[src/rtl/sand_pkg.sv]
// Shared definitions for the falling-sand frame sweep: pixel codes and
// the sweep sequencer state encoding.
package sand_pkg;

  typedef logic [1:0] pixel_t;

  localparam pixel_t AIR     = 2'b00;
  localparam pixel_t SAND    = 2'b01;
  localparam pixel_t SAND_AM = 2'b10;
  localparam pixel_t WALL    = 2'b11;

  localparam logic [31:0] WALL_WORD = 32'hFFFF_FFFF;

  typedef enum logic [2:0] {
    IDLE = 3'd0,
    RD_R = 3'd1,
    RD_F = 3'd2,
    WAIT = 3'd3,
    CALC = 3'd4,
    WR_R = 3'd5,
    WR_F = 3'd6
  } sweep_state_t;

endpackage

[src/rtl/sand_addr_gen.sv]
// Row/column walker for the frame sweep: counters, wrap logic, word
// addresses of the region and floor words, and registered position flags.
module sand_addr_gen
  import sand_pkg::*;
#(
  parameter int COLS   = 40,
  parameter int ROWS   = 480,
  parameter int ADDR_W = 15
) (
  input  logic              clk,
  input  logic              reset_n,
  input  logic              i_clear,
  input  logic              i_adv,
  output logic [ADDR_W-1:0] o_region_addr,
  output logic [ADDR_W-1:0] o_floor_addr,
  output logic              o_last,
  output logic              o_begin,
  output logic              o_end,
  output logic              o_bottom
);

  localparam int CW = (COLS > 1) ? $clog2(COLS) : 1;
  localparam int RW = (ROWS > 1) ? $clog2(ROWS) : 1;
  localparam logic [ADDR_W-1:0] COLS_A = ADDR_W'(COLS);

  logic [CW-1:0]     r_col;
  logic [RW-1:0]     r_row;
  logic [ADDR_W-1:0] r_row_base;
  logic              w_col_last;
  logic              w_row_last;

  assign w_col_last    = (r_col == CW'(COLS - 1));
  assign w_row_last    = (r_row == RW'(ROWS - 1));
  assign o_last        = w_col_last && w_row_last;
  // row_base tracks row*COLS incrementally so no multiplier is needed
  assign o_region_addr = r_row_base + ADDR_W'(r_col);
  assign o_floor_addr  = r_row_base + COLS_A + ADDR_W'(r_col);

  // Position counters: cleared on sweep start, stepped after each word
  always_ff @(posedge clk or negedge reset_n) begin
    if (!reset_n) begin
      r_col      <= '0;
      r_row      <= '0;
      r_row_base <= '0;
    end else if (i_clear) begin
      r_col      <= '0;
      r_row      <= '0;
      r_row_base <= '0;
    end else if (i_adv) begin
      if (w_col_last) begin
        r_col      <= '0;
        r_row      <= r_row + RW'(1);
        r_row_base <= r_row_base + COLS_A;
      end else begin
        r_col      <= r_col + CW'(1);
      end
    end
  end

  // Position flags registered from the counters
  always_ff @(posedge clk or negedge reset_n) begin
    if (!reset_n) begin
      o_begin  <= 1'b0;
      o_end    <= 1'b0;
      o_bottom <= 1'b0;
    end else begin
      o_begin  <= (r_col == CW'(0));
      o_end    <= w_col_last;
      o_bottom <= w_row_last;
    end
  end

endmodule

[src/rtl/sand_sweep.sv]
// Frame-sweep sequencer: reads each region word and the floor word below,
// hands both to the update unit, and writes the results back.
module sand_sweep
  import sand_pkg::*;
#(
  parameter int COLS   = 40,
  parameter int ROWS   = 480,
  parameter int ADDR_W = 15
) (
  input  logic              clk,
  input  logic              reset_n,
  input  logic              start,
  output logic              busy,
  output logic              done,
  output logic              mem_req,
  input  logic              mem_gnt,
  output logic [ADDR_W-1:0] mem_addr,
  output logic              mem_rd,
  input  logic [31:0]       mem_rdata,
  output logic              mem_wr,
  output logic [31:0]       mem_wdata,
  output logic [31:0]       upd_region,
  output logic [31:0]       upd_floor,
  output logic              upd_begin,
  output logic              upd_end,
  output logic              upd_bottom,
  input  logic [31:0]       upd_new_region,
  input  logic [31:0]       upd_new_floor
);

  sweep_state_t      r_state;
  sweep_state_t      w_next;
  logic              r_rd_q;
  logic              r_done;
  logic [31:0]       r_region;
  logic [31:0]       r_floor;
  logic [31:0]       r_nr;
  logic [31:0]       r_nf;
  logic              w_rd;
  logic              w_wr;
  logic [ADDR_W-1:0] w_addr;
  logic [31:0]       w_wdata;
  logic              w_adv;
  logic              w_clear;
  logic              w_done_set;
  logic [ADDR_W-1:0] w_region_addr;
  logic [ADDR_W-1:0] w_floor_addr;
  logic              w_last;

  sand_addr_gen #(
    .COLS  (COLS),
    .ROWS  (ROWS),
    .ADDR_W(ADDR_W)
  ) u_addr_gen (
    .clk          (clk),
    .reset_n      (reset_n),
    .i_clear      (w_clear),
    .i_adv        (w_adv),
    .o_region_addr(w_region_addr),
    .o_floor_addr (w_floor_addr),
    .o_last       (w_last),
    .o_begin      (upd_begin),
    .o_end        (upd_end),
    .o_bottom     (upd_bottom)
  );

  // Next-state and memory strobes; strobes only fire in granted cycles
  always_comb begin
    w_next     = r_state;
    w_rd       = 1'b0;
    w_wr       = 1'b0;
    w_addr     = '0;
    w_wdata    = 32'h0000_0000;
    w_adv      = 1'b0;
    w_clear    = 1'b0;
    w_done_set = 1'b0;
    case (r_state)
      IDLE: begin
        if (start) begin
          w_clear = 1'b1;
          w_next  = RD_R;
        end else begin
          w_next  = IDLE;
        end
      end
      RD_R: begin
        w_addr = w_region_addr;
        if (mem_gnt) begin
          w_rd   = 1'b1;
          w_next = RD_F;
        end else begin
          w_next = RD_R;
        end
      end
      RD_F: begin
        if (upd_bottom) begin
          w_next = WAIT;
        end else begin
          w_addr = w_floor_addr;
          if (mem_gnt) begin
            w_rd   = 1'b1;
            w_next = WAIT;
          end else begin
            w_next = RD_F;
          end
        end
      end
      WAIT: w_next = CALC;
      CALC: w_next = WR_R;
      WR_R: begin
        w_addr  = w_region_addr;
        w_wdata = r_nr;
        if (mem_gnt) begin
          w_wr = 1'b1;
          if (!upd_bottom) begin
            w_next = WR_F;
          end else if (w_last) begin
            w_done_set = 1'b1;
            w_next     = IDLE;
          end else begin
            w_adv  = 1'b1;
            w_next = RD_R;
          end
        end else begin
          w_next = WR_R;
        end
      end
      WR_F: begin
        w_addr  = w_floor_addr;
        w_wdata = r_nf;
        if (mem_gnt) begin
          w_wr   = 1'b1;
          w_adv  = 1'b1;
          w_next = RD_R;
        end else begin
          w_next = WR_F;
        end
      end
      default: w_next = IDLE;
    endcase
  end

  // FSM state register
  always_ff @(posedge clk or negedge reset_n) begin
    if (!reset_n) begin
      r_state <= IDLE;
      r_done  <= 1'b0;
      r_rd_q  <= 1'b0;
    end else begin
      r_state <= w_next;
      r_done  <= w_done_set;
      r_rd_q  <= w_rd;
    end
  end

  // Data capture; region is taken only in the cycle its read returns,
  // so a stalled RD_F does not pick up another master's data
  always_ff @(posedge clk or negedge reset_n) begin
    if (!reset_n) begin
      r_region <= 32'h0000_0000;
      r_floor  <= 32'h0000_0000;
      r_nr     <= 32'h0000_0000;
      r_nf     <= 32'h0000_0000;
    end else begin
      if (r_state == RD_F && r_rd_q) r_region <= mem_rdata;
      if (r_state == WAIT) r_floor <= upd_bottom ? WALL_WORD : mem_rdata;
      if (r_state == CALC) begin
        r_nr <= upd_new_region;
        r_nf <= upd_new_floor;
      end
    end
  end

  assign busy       = (r_state != IDLE);
  assign mem_req    = busy;
  assign done       = r_done;
  assign mem_rd     = w_rd;
  assign mem_wr     = w_wr;
  assign mem_addr   = w_addr;
  assign mem_wdata  = w_wdata;
  assign upd_region = r_region;
  assign upd_floor  = r_floor;

endmodule

[config.mk]
export PLATFORM = sky130hd
export DESIGN_NAME = sand_sweep
export DESIGN_NICKNAME = d
export VERILOG_FILES = /design/src/rtl/sand_pkg.sv /design/src/rtl/sand_addr_gen.sv /design/src/rtl/sand_sweep.sv
export SDC_FILE = /design/constraint.sdc
export NUM_CORES = 1
export LEC_CHECK = 0
export CAP_MARGIN = 5
export CORE_MARGIN = 2
export CORE_UTILIZATION = 60
export CTS_CLUSTER_DIAMETER = 30
export DETAILED_ROUTE_END_ITERATION = 10
export DONT_BUFFER_PORTS = 1
export GPL_TIMING_DRIVEN = 0
export HOLD_SLACK_MARGIN = 0.1
export PLACE_DENSITY = 0.73
export SETUP_SLACK_MARGIN = 0.15
export SLEW_MARGIN = 40
export SYNTH_ARGS = -nofsm -noshare
export SYNTH_HDL_FRONTEND = slang
export SYNTH_HIERARCHICAL = 1
export SYNTH_SLANG_ARGS = --single-unit
[constraint.sdc]
create_clock -name clk -period 6.3 [get_ports clk]
set_input_delay 0.63 -clock clk [delete_from_list [all_inputs] [get_ports clk]]
set_output_delay 0.63 -clock clk [all_outputs]
set_load 0.005 [all_outputs]
# After elaboration in Yosys (flattened, before gate mapping)
# Index checks and enable logic that the tools add are counted.
# classes
addsub,5
eq_ne,8
mux,36
n_reduce_logical,10
# ops
cell,count
one-hot mux 32 bit (2 select lines),1
2-to-1 mux 15 bit,4
one-hot mux 15 bit (3 select lines),1
2-to-1 mux 32 bit,1
adder 15 x 6 -> 15 bit,2
2-to-1 mux 9 bit,3
one-hot mux 3 bit (7 select lines),1
2-to-1 mux 6 bit,3
2-to-1 mux 1 bit,16
"adder 15 x 6 -> 15 bit, second input constant",1
"adder 9 x 1 -> 9 bit, second input constant",1
"equality test 3 bit, second input constant",3
"equality test 9 bit, second input constant",1
2-to-1 mux 3 bit,3
"adder 6 x 1 -> 6 bit, second input constant",1
"equality test 3 x 2 -> 1 bit, second input constant",2
"equality test 6 bit, second input constant",1
logical NOT 6 bit,1
one-hot mux 1 bit (2 select lines),2
nonzero test 2 bit,2
OR reduction 2 bit,2
"equality test 3 x 1 -> 1 bit, second input constant",1
logical NOT 3 bit,1
nonzero test 3 bit,1
other kinds (3),4
# totals
ff_bits,166
inputBits,100
out_inout_bits,119
elab_cells,72

# Longest topological paths before layout
# depth
depth_word,8
ltp_mapped,14
ltp_nobuf,13

# Cells and area by module
# The synthesis kept the hierarchy.
# by_module_without_submodules
module,n_inst,cells_per_inst,area_each_um2,seq_area_each_um2
sand_sweep,1,460,6110.9,3328.2
sand_addr_gen,1,268,2329.7,750.7

# Worst setup path before layout
# No wires, ideal clock.
# synth_timing
path_type,register -> output
start,register u_addr_gen.r_row_base[3]
end,output port mem_addr[9]
arrival_time_ns,2.314
t_required_ns,5.670
slack_ns,3.356
stages_incl_launch_ff,11
n_path_buf,0
cell_sequence,dfrtp_1 -> ha_1 -> xnor2_1 -> ha_1 -> inv_1 -> o21bai_1 -> a21oi_1 -> or3b_2 -> o2111ai_1 -> a32oi_1 -> nor2b_1
# synth_between
elab_chain_len,4
elab_cells_between_ends,5
cone_classes,add/sub: 3; mux: 2
# synth_rtl
element,line,text
"start, declared",sand_addr_gen.sv:28,logic [ADDR_W-1:0] r_row_base;
"start signal, assigned",sand_addr_gen.sv:53,r_row_base <= r_row_base + COLS_A;
adder 15 x 6 -> 15 bit * (2 in series),sand_addr_gen.sv:37,assign o_floor_addr = r_row_base + COLS_A + ADDR_W'(r_col);
net w_floor_addr[9],sand_sweep.sv:47,logic [ADDR_W-1:0] w_floor_addr;
2-to-1 mux 15 bit,sand_sweep.sv:96,if (upd_bottom) begin
one-hot mux 15 bit (3 select lines) *,sand_sweep.sv:77,case (r_state)
"end, declared",sand_sweep.sv:17,"output logic [ADDR_W-1:0] mem_addr,"
# The timed path passes the listed nets; every way through them passes the cells marked *.

# Worst setup path after layout
# Same ends and word-level chain as after synthesis.

==> out/summary.md <==
For this configuration, the core starts out at a cell density of 61.0%. The most used flip-flop cell after synthesis is dfrtp_1. Yosys attributes the largest share of cell area to dfrtp_1, mux2_4, a22o_1. Routability-driven placement finished with a final weighted congestion of 0.873. For met2 alone, demand over resource in global routing was 44.5%. The area growth from synthesis to layout is 10.4%.

Once the clock tree was built, the resizer swapped 0 gates to a different size. The clock arrives with 0.0135 ns of skew. The combined buffer and inverter count along the critical path came out at 1.

Once placement finished, the instance area stood at 8670 sq um. Met1 demand-to-capacity share in global routing: 32.4%. On the critical path, the stage with the largest delay is an instance of dfrtp_1. The die height was 123 um.

The tools report the critical path required time as 5.67 ns. The run finished with clean final reports. The startpoint class of the critical path is a flip-flop. In this run, synthesis inferred 0 flip-flops with an integrated enable. The detailed router placed 5701 vias in this run. The share of the clock period used by the worst path after layout is 60.1%, and the count of boundary I/O pins is 219. The first-pass GRT wire length was 30700 um.

The routed wirelength normalized by instance count is 21.3 um. For the maximum clock insertion buffer count, the log shows 2. The run gives 43 as the placement row count. The tools report the final-report setup violation count as 0. The maximum number of pins on one net before global-route repair was 164. The maximum cell stage delay along the critical path was 0.54 ns. In the final design database the tool counted 866 nets. The first TritonRoute pass finished after 4 iterations. The tools report the number of global-route vias before repair as 5740.

Number of flip-flops and latches in the synthesized netlist: 163. The count of routing violations after the opening detailed-route iteration came out at 401. The data arrival time of the worst path was 3.16 ns; the clock latency on the worst-skew pair was 0.43 ns. The area of the mapped netlist was 8440 sq um. The tree is rooted in a clkbuf_16. Using the TritonRoute via totals, the vias-per-cell ratio works out to 6.05. The logs give 0 for the final number of hold-violating endpoints and 163 for the number of sinks on the clock net.

The setup path with the least slack is of type flip-flop to output pin. Derived from the worst setup path, the maximum achievable clock frequency is 264 MHz. Detailed placement HPWL: 14100 um. Traced cell by cell, the critical path runs through ha_1 -> xnor2_1 -> ha_1 -> inv_1 -> o21bai_1 -> a21oi_1 -> or3b_2 -> o2111ai_1 -> a32oi_1 -> nor2b_1.

Clock tree synthesis inserted a total of 17 buffers. Global routing consumed, on the met3 layer, 8.32% of the routing resources. The tools report the count of antenna diodes in the layout as 0. The top cell type by total area after synthesis was dfrtp_1. The tools report the number of max-slew violations in the final report as 0.

Per-instance average area after synthesis: 11.6 sq um. The kind of cell adding the most delay to the critical path is adder cells. TritonCTS built the clock tree. Counting every net in the synthesized netlist gives 844. The core region is 13800 sq um.

The sequential cell area fraction in the yosys report is 48.3%. The layout cell share with drive strength beyond 1 is 24.0%, and the CTS H-tree depth is 4. The logs give 6 for the number of warnings reported in the yosys synthesis log and 0 for the initial antenna violation count.

The number of buffers inserted by hold repair at cts was 1. Synthesis produced a netlist whose cell count is 728. The global-route usage over all layers is 26.9%. The post-layout total power was 4050 uW. For the final routed database, the setup TNS stands at 0 ns.

The global routing stage identified its most utilized layer as met2. Setup repair after global routing left no endpoint under its margin. The leakage power of the design was 0.00440 uW. Across the VDD grid, the largest voltage drop is 0.226 mV.

The share of synthesized registers carrying an async set or reset is 100%. For this design the ratio of total power to cell area is 434 nW/um^2. The number of routed nets with antenna violations was 0; the die boundary width was 123 um. The measured slew at the worst slew-check pin was 0.708 ns; the area of all placed cells without fillers was 9320 sq um.

After layout, the minimum clock period comes to 3.79 ns. The wire length after detailed routing is 20000 um. In the routed design, unresolved DRC markers number 0. The area fraction of the dominant cell type after synthesis works out to 48.3%. The number of maximum-capacitance violations was 0.

By instance count, the cell type seen most on the critical path is ha_1. Path type of the worst min-delay path: primary input to flip-flop. The count of input and output buffers was 0. The final global-route overflow total was 0; the largest fanout on the critical path was 8. The worst setup path is captured at an output pin.

The die covers 15000 sq um. Clock-pin slew was measured on the worst setup and hold paths at 0.06 ns. Post-CTS timing repair inserted 0 buffers for setup.

In this run the tightest slew margin relative to its limit is 52.3%. For the number of distinct library cells after synthesis, the log shows 59.
==> layout by cell type, fill, tap and decap left out, drive strengths merged, types with 3 or more instances in the layout <==
master,instances
a22o,32
o21ai,43
clkinv,4
nor2,64
and3,4
nand3,8
and2,4
clkbuf,34
a21oi,18
nand2b,7
nor3,12
nand4,7
a31oi,3
ha,16
nor4,3
inv,21
xor2,17
a32oi,16
xnor2,30
nand2,58
dfrtp,163
o21a,3
or3,5
buf,45
mux2,97
nor2b,19
==> stage by stage <==
| step | hold slack (ns) | instances | util [%] | worst slack, ns |
|---|---|---|---|---|
| after CTS | 0.262 | 941 | 67.1 | 2.51 |
| after global routing | 0.313 | 943 | 67.4 | 2.31 |
| final | 0.335 | 943 | 67.4 | 2.51 |
| after detailed placement | 0.338 | 908 | 62.7 | 2.93 |
| after floorplan | 0.334 | 728 | - | 3.36 |
| after global placement | 0.338 | 908 | 62.7 | 3.01 |
==> final timing paths <==
check | start | end | slack, ns | depth (start not counted)
min in group asynchronous | reset_n | r_nr[22] | 0.74 | 2
hold / removal | mem_gnt | done | 0.33 | 2
setup / recovery | u_addr_gen/r_row_base[3] | mem_addr[9] | 2.51 | 10
hold reg to reg | r_nf[1] | r_nf[1] | 0.51 | 1
max in group asynchronous | reset_n | upd_floor[31] | 4.79 | 3
setup reg to reg | r_state[1] | u_addr_gen/r_row[6] | 2.86 | 12
==> layer usage <==
metal	part of all wire [%]	vias to the layer above	routed length [um]
met2	51	186	10200
li1	-	2582	-
met4	3.1	0	630
met3	6.5	41	1300
met1	40	2892	7960
met5	0	-	0
==> kinds of logic after synthesis <==
logic type               after synthesis  share of synthesized area [%]
AO/OA/AOI/OAI                        129                           10.6
flip-flops                           163                           48.3
XOR/XNOR                              47                           4.97
buffers and inverters                 73                           5.05
other                                  1                         0.0444
AND/OR/NAND/NOR                      201                           12.1
adder cells (fa/ha/maj)               16                           2.37
multiplexers                          98                           16.6
==> synthesized netlist by cell type (2+ instances only) <==
cell and instances:
nand4_1 6, or3_1 5, ha_1 16, xnor2_1 29, and4_1 2, buf_1 2, nor3_1 11, a211oi_1 2
inv_1 15, buf_2 20, mux2_2 18, clkbuf_1 15, a32oi_1 16, o21ai_0 42, o21a_1 3, a22o_1 32
buf_6 13, a21oi_1 16, mux2_4 79, xor2_1 17, and3_1 4, a21oi_2 2, nand2_1 57, o2111ai_1 2
nand3_1 8, nor2b_1 19, dfrtp_1 163, a31oi_1 3, and2_1 4, nor2_1 64, nor4_1 2, buf_4 8
nand2b_1 7
==> layout make-up <==
cell class	instances	area [sq um]
Fill cell	999	4510
Sequential cell	163	4080
Multi-Input combinational cell	492	3940
Clock buffer	19	443
Buffer	58	370
Tap cell	180	225
Clock inverter	13	145
Timing Repair Buffer	3	65.1
Inverter	15	56.3
==> registers in the layout, summed over array words and instances (netlist names) <==
register,count
u_addr_gen/o_bottom,1
upd_region,32
r_rd_q,1
u_addr_gen/r_col,6
r_state,3
r_nf,32
done,1
u_addr_gen/r_row,9
u_addr_gen/o_begin,1
r_nr,32
upd_floor,32
u_addr_gen/r_row_base,12
u_addr_gen/o_end,1
==> report_power, final <==
part           switching [uW]  internal, uW  leakage [uW]  total [uW]
clock                     454           570      0.000282        1020
sequential                325          1490       0.00199        1810
combinational             514           694       0.00213        1210
(Power assumes the default switching activity.)
